==> config.mk <==
export PLATFORM = sky130hd
export DESIGN_NAME = uart_matrix_rx_parser
export DESIGN_NICKNAME = d
export VERILOG_FILES = /design/src/rtl/uart_matrix_rx_parser.sv
export SDC_FILE = /design/constraint.sdc
export NUM_CORES = 1
export LEC_CHECK = 0
export ABC_CLOCK_PERIOD_IN_PS = 1850
export CORE_MARGIN = 4
export CORE_UTILIZATION = 51
export CTS_CLUSTER_SIZE = 40
export DETAILED_ROUTE_END_ITERATION = 6
export HOLD_SLACK_MARGIN = 0.06
export PLACE_DENSITY = 0.76
export SLEW_MARGIN = 10
export SYNTH_ARGS = -nofsm -noshare
export SYNTH_HDL_FRONTEND = slang
export SYNTH_SLANG_ARGS = --single-unit
==> constraint.sdc <==
create_clock -name clk -period 1.85 [get_ports clk]
set_input_delay 0.37 -clock clk [delete_from_list [all_inputs] [get_ports clk]]
set_output_delay 0.37 -clock clk [all_outputs]
set_load 0.01 [all_outputs]
==> src/rtl/uart_matrix_rx_parser.sv <==
// Parses a received byte stream (rows, cols, row-major elements) into matrix
// storage write beats, allocating slots round-robin and flagging bad frames.
module uart_matrix_rx_parser #(
   parameter int DATA_WIDTH     = 8,
   parameter int MAX_SIZE       = 5,
   parameter int MATRIX_NUM     = 8,
   parameter int MAX_VALUE      = 9,
   parameter int TIMEOUT_CYCLES = 100000000,
   parameter int MATRIX_IDX_W   = 3,
   parameter int ADDR_IN_W      = 5
) (
   input  logic                    clk,
   input  logic                    rst_n,
   input  logic                    rx_valid,
   input  logic [DATA_WIDTH-1:0]   rx_data,
   output logic                    matrix_wr_en,
   output logic [MATRIX_IDX_W-1:0] matrix_idx,
   output logic [2:0]              store_row,
   output logic [2:0]              store_col,
   output logic [ADDR_IN_W-1:0]    wr_addr_in,
   output logic [DATA_WIDTH-1:0]   matrix_wr_data,
   output logic                    parse_busy,
   output logic                    frame_done,
   output logic                    frame_err,
   output logic [1:0]              err_code,
   output logic [MATRIX_IDX_W-1:0] last_idx
);

   localparam int TO_W = $clog2(TIMEOUT_CYCLES + 1);

   typedef enum logic [1:0] {S_ROW, S_COL, S_DATA} state_t;

   state_t                  state, state_nxt;
   logic [2:0]              rows_q;
   logic [ADDR_IN_W-1:0]    total_q;
   logic [ADDR_IN_W-1:0]    elem_cnt;
   logic [MATRIX_IDX_W-1:0] slot_q;
   logic [TO_W-1:0]         to_cnt;

   logic dim_ok, val_ok, to_hit, last_elem;
   logic acc_row, acc_col, acc_elem, frame_end;
   logic bad_dim, bad_elem, timeout;

   assign dim_ok    = (rx_data != '0) && (rx_data <= DATA_WIDTH'(MAX_SIZE));
   assign val_ok    = (rx_data <= DATA_WIDTH'(MAX_VALUE));
   assign to_hit    = (to_cnt == TO_W'(TIMEOUT_CYCLES - 1));
   assign last_elem = (elem_cnt == total_q - ADDR_IN_W'(1));

   always_ff @(posedge clk or negedge rst_n) begin
      if (!rst_n) state <= S_ROW;
      else        state <= state_nxt;
   end

   // A received byte always takes priority over an expiring timeout.
   always_comb begin
      state_nxt = state;
      acc_row   = 1'b0;
      acc_col   = 1'b0;
      acc_elem  = 1'b0;
      frame_end = 1'b0;
      bad_dim   = 1'b0;
      bad_elem  = 1'b0;
      timeout   = 1'b0;
      case (state)
         S_ROW: begin
            if (rx_valid) begin
               if (dim_ok) begin
                  acc_row   = 1'b1;
                  state_nxt = S_COL;
               end else begin
                  bad_dim = 1'b1;
               end
            end
         end
         S_COL: begin
            if (rx_valid) begin
               if (dim_ok) begin
                  acc_col   = 1'b1;
                  state_nxt = S_DATA;
               end else begin
                  bad_dim   = 1'b1;
                  state_nxt = S_ROW;
               end
            end else if (to_hit) begin
               timeout   = 1'b1;
               state_nxt = S_ROW;
            end
         end
         S_DATA: begin
            if (rx_valid) begin
               if (val_ok) begin
                  acc_elem = 1'b1;
                  if (last_elem) begin
                     frame_end = 1'b1;
                     state_nxt = S_ROW;
                  end
               end else begin
                  bad_elem  = 1'b1;
                  state_nxt = S_ROW;
               end
            end else if (to_hit) begin
               timeout   = 1'b1;
               state_nxt = S_ROW;
            end
         end
         default: state_nxt = S_ROW;
      endcase
   end

   always_ff @(posedge clk or negedge rst_n) begin
      if (!rst_n) begin
         matrix_wr_en   <= 1'b0;
         matrix_idx     <= '0;
         store_row      <= '0;
         store_col      <= '0;
         wr_addr_in     <= '0;
         matrix_wr_data <= '0;
         parse_busy     <= 1'b0;
         frame_done     <= 1'b0;
         frame_err      <= 1'b0;
         err_code       <= '0;
         last_idx       <= '0;
         rows_q         <= '0;
         total_q        <= '0;
         elem_cnt       <= '0;
         slot_q         <= '0;
         to_cnt         <= '0;
      end else begin
         matrix_wr_en <= acc_elem;
         frame_done   <= frame_end;
         frame_err    <= bad_dim | bad_elem | timeout;

         if (acc_row) begin
            rows_q     <= rx_data[2:0];
            parse_busy <= 1'b1;
         end

         // Slot and dimensions are fixed once cols arrive and held for the frame.
         if (acc_col) begin
            store_row  <= rows_q;
            store_col  <= rx_data[2:0];
            matrix_idx <= slot_q;
            total_q    <= ADDR_IN_W'(rows_q) * ADDR_IN_W'(rx_data[2:0]);
            elem_cnt   <= '0;
         end

         if (acc_elem) begin
            wr_addr_in     <= elem_cnt;
            matrix_wr_data <= rx_data;
            elem_cnt       <= elem_cnt + ADDR_IN_W'(1);
         end

         if (frame_end) begin
            parse_busy <= 1'b0;
            last_idx   <= slot_q;
            slot_q     <= (slot_q == MATRIX_IDX_W'(MATRIX_NUM - 1)) ? '0
                                                                    : slot_q + MATRIX_IDX_W'(1);
         end

         if (bad_dim || bad_elem || timeout) begin
            parse_busy <= 1'b0;
            err_code   <= bad_dim ? 2'b01 : (bad_elem ? 2'b10 : 2'b11);
         end

         if (state == S_ROW || state_nxt != state || rx_valid) to_cnt <= '0;
         else                                                    to_cnt <= to_cnt + TO_W'(1);
      end
   end

endmodule

==> flow_summary_export.csv <==
group,metric,value,unit
detailed_routing,drtAntennaViolNets,0,
synth,syn_area,0.00393,sq mm
floorplan,die_area,0.00917,sq mm
timing,worst_pin_slew,452,ps
min_path,hold_path.class,"flip-flop to flip-flop",
status,violations,"setup timing",
min_path,min_from,"store_row[1]",
placed_design,gp_congestion,0.887,
cells_and_area,final_nets,544,
clocking,clk_latency,370,ps
status,status,"complete, but fails checks",
worst_setup_path,timing.rr.end,"total_q[4]",
placed_design,dpl_cell_area,0.00514,sq mm
synth,ys_ff_latch,76,
placed_design,hpwlAfterDp,6830,microns
synth,synthesis.nets,409,
worst_setup_path,path_cells,"nand2_2 -> fa_1 -> inv_1 -> ha_2 -> inv_2 -> fa_2 -> xor2_2 -> xnor2_1 -> a21oi_1",
clocking,clkSinkCount,76,
global_route,overflow,0,
timing,period_needed,2200,ps
cells_and_area,final_common_cell,"buf_4",
detailed_routing,vias_per_cell,5.91,
timing,fin_setup_tns,-5780,ps
clocking,cts_made_buffers,9,
cells_and_area,final_design_area_no_fill,0.00579,sq mm
synth,synth-main-ff-cell,"dfrtp_1",
detailed_routing,drc_errors,0,
worst_setup_path,cp.arrival,2450,ps
synth,yosysSeqAreaShare,48.4,%
timing,fin_crit_sh,119,%
floorplan,initial_utilization,53.3,%
min_path,hold_end,"store_row[1]",
worst_setup_path,startpoint_type,"flip-flop",
timing,maxSlewHeadroom,69.6,%
detailed_routing,wl_per_cell,19.4,microns
global_route,grt_use_total,27.0,%
power,powerDensity,695,mW/mm^2
timing,grt_setup_unrepaired,"yes",
worst_setup_path,crit_fanout,2,
detailed_routing,wl,12100,microns
global_route,grt_pass1_vias,3763,
clocking,cts_tree,"yes",
floorplan,core_area,0.00737,sq mm
floorplan,die_height,95.8,microns
worst_setup_path,critPathTopFamily,"adder cells",
timing,finClkSkew,18.6,ps
synth,synth_edf_count,0,
cells_and_area,mostFrequentLayoutCells,"buf_4 (82), nand2_1 (76), dfrtp_1 (76)",
worst_setup_path,rr_worst_depth,9,
cells_and_area,syn_to_final_growth,47.4,%
synth,async_reset_ff_share,100,%
clocking,clk_pin_slew_worst_paths,100,ps
worst_setup_path,critical_path_required,2090,ps
synth,avgSynthCellArea,10.2,sq um
min_path,hold_depth,2,
timing,hold_viol,0,
floorplan,rows,31,
synth,ys_types,53,
timing,fmax,454,MHz
worst_setup_path,startpoint,"rows_q[1]",
run,maxCapViolCount,0,
global_route,antenna_found_initial,0,
detailed_routing,drtIter0Drc,288,
worst_setup_path,worst_path_max_delay_cell,"fa_1",
global_route,grt_pass1_wl,18900,microns
floorplan,ios,42,
global_route,grt_max_degree,45,
worst_setup_path,rr_startpoint,"rows_q[1]",
cells_and_area,layout-drive-gt1-share,36.1,%
synth,synth-warning-count,0,
floorplan,dieWidth,95.8,microns
worst_setup_path,crit_buf_inv,2,
power,ir_drop,498,uV
worst_setup_path,critPathKind,"flip-flop to flip-flop",
cells_and_area,num_antenna_cells,0,
clocking,htreeDepth,3,
clocking,clk_path_buf_depth,2,
clocking,root_buffer,"clkbuf_8",
timing,setup_ws,-353,ps
synth,synth_cells,384,
worst_setup_path,worstSetupEndpointType,"flip-flop",
detailed_routing,num_vias,3685,
cells_and_area,fillCellCount,418,
worst_setup_path,critical_path.max_stage_delay,480,ps
timing,slew_viol_final,0,
timing,setup_violations,39,
detailed_routing,firstDrtPassIters,5,
placed_design,port_buffers,41,
worst_setup_path,r2r_slack,-350,ps
power,p_leak,2.59,nW
metrics by stage:
step / hold slack (ps) / util [%] / setup slack, ps / total power, W / instances
6_report: 472 / 78.6 / -353 / 0.00403 / 623
5_1_grt: 501 / 78.6 / -473 / 0.00416 / 623
4_1_cts: 478 / 77.2 / -208 / 0.00396 / 618
3_5_place_dp: 347 / 69.7 / -730 / 0.00242 / 584
3_3_place_gp: 341 / 69.7 / -637 / 0.00240 / 584
2_1_floorplan: 74.4 / - / -165 / 0.00210 / 384
cell families after synthesis:
logic type | Yosys count | share of synthesized area (%)
and+or+nand+nor | 165 | 21.6
adders and majority gates | 14 | 4.84
xor gates and xnor gates | 33 | 7.35
muxes | 11 | 3.09
DFF | 76 | 48.4
buffers and inverters | 29 | 3.63
AOI/OAI and AO/OA | 56 | 11.1
final cells by class:
type	count	area [sq um]	share of cell area, %
inverters	12	46.3	0.799
repair buffers	141	1320	22.8
well taps	99	124	2.14
multi-input cells	279	2180	37.7
clock buffers	10	128	2.20
clock inverters	6	88.8	1.53
flip-flops and latches	76	1900	32.8
sequential cells by signal (all words and copies together) (netlist names):
name	count
to_cnt	27
matrix_wr_data	8
elem_cnt	5
total_q	5
wr_addr_in	5
last_idx	3
matrix_idx	3
rows_q	3
slot_q	3
store_col	3
store_row	3
err_code	2
state	2
frame_done	1
frame_err	1
matrix_wr_en	1
parse_busy	1
synthesized netlist by cell type (2+ instances only):
master    count  area (sq um)
clkinv_1      2          7.51
a211oi_2      2          25.0
mux2_2        9           101
dfrtp_1      76          1900
o21a_1        2          15.0
nor4_2        2          25.0
and2_1        9          56.3
nor2_1       17          63.8
a21oi_1       9          45.0
nor3_1        8          40.0
and4_1        4          35.0
o21ai_0       7          35.0
fa_1          2          40.0
buf_6         3          33.8
a211oi_1     25           188
and3_1        5          31.3
ha_1         12           150
nor4_1        3          18.8
xnor2_1      15           131
buf_2         6          30.0
clkbuf_1      7          26.3
inv_1        10          37.5
nand3_1      17          85.1
xor2_1       18           158
nand4_1       8          50.1
mux2i_1       2          20.0
nand2_1      78           293
where the power goes:
part / internal, W / leakage, nW / switching, W
combinational: 0.000401 / 1.45 / 0.000435
sequential: 0.00171 / 1.04 / 0.0000420
clock: 0.000760 / 0.102 / 0.000675
total: 0.00287 / 2.59 / 0.00115
repair_timing:
item	4_1_cts	5_1_grt
pin swaps	15	13
endpoints found under the setup margin	43	66
hold buffers	1	0
buffers inserted	14	6
endpoints found under the hold margin	32	0
resized for setup	40	21
cloned	3	0
routing by layer:
| metal | GRT usage [%] | up-vias | wire length, microns |
|---|---|---|---|
| li1 | - | 1611 | - |
| met5 | 0 | - | 0 |
| met3 | 5.08 | 62 | 864 |
| met2 | 44.1 | 219 | 5960 |
| met1 | 35.0 | 1793 | 4750 |
| met4 | 12.2 | 0 | 500 |
how the worst max path moves through the flow:
stage | slack (ps) | depth (start not counted) | to
finish | -350 | 9 | total_q[4]
global route | -470 | 9 | total_q[4]
CTS | -210 | 9 | total_q[4]
detailed placement | -730 | 10 | total_q[4]
global placement | -640 | 10 | total_q[4]
floorplan | -160 | 10 | total_q[4]
worst min-delay path: cells and delay by family (launching register included):
family           cells  cell delay [ps]
and+or+nand+nor      2              100
DFF                  1              350
(Power assumes the default switching activity.)
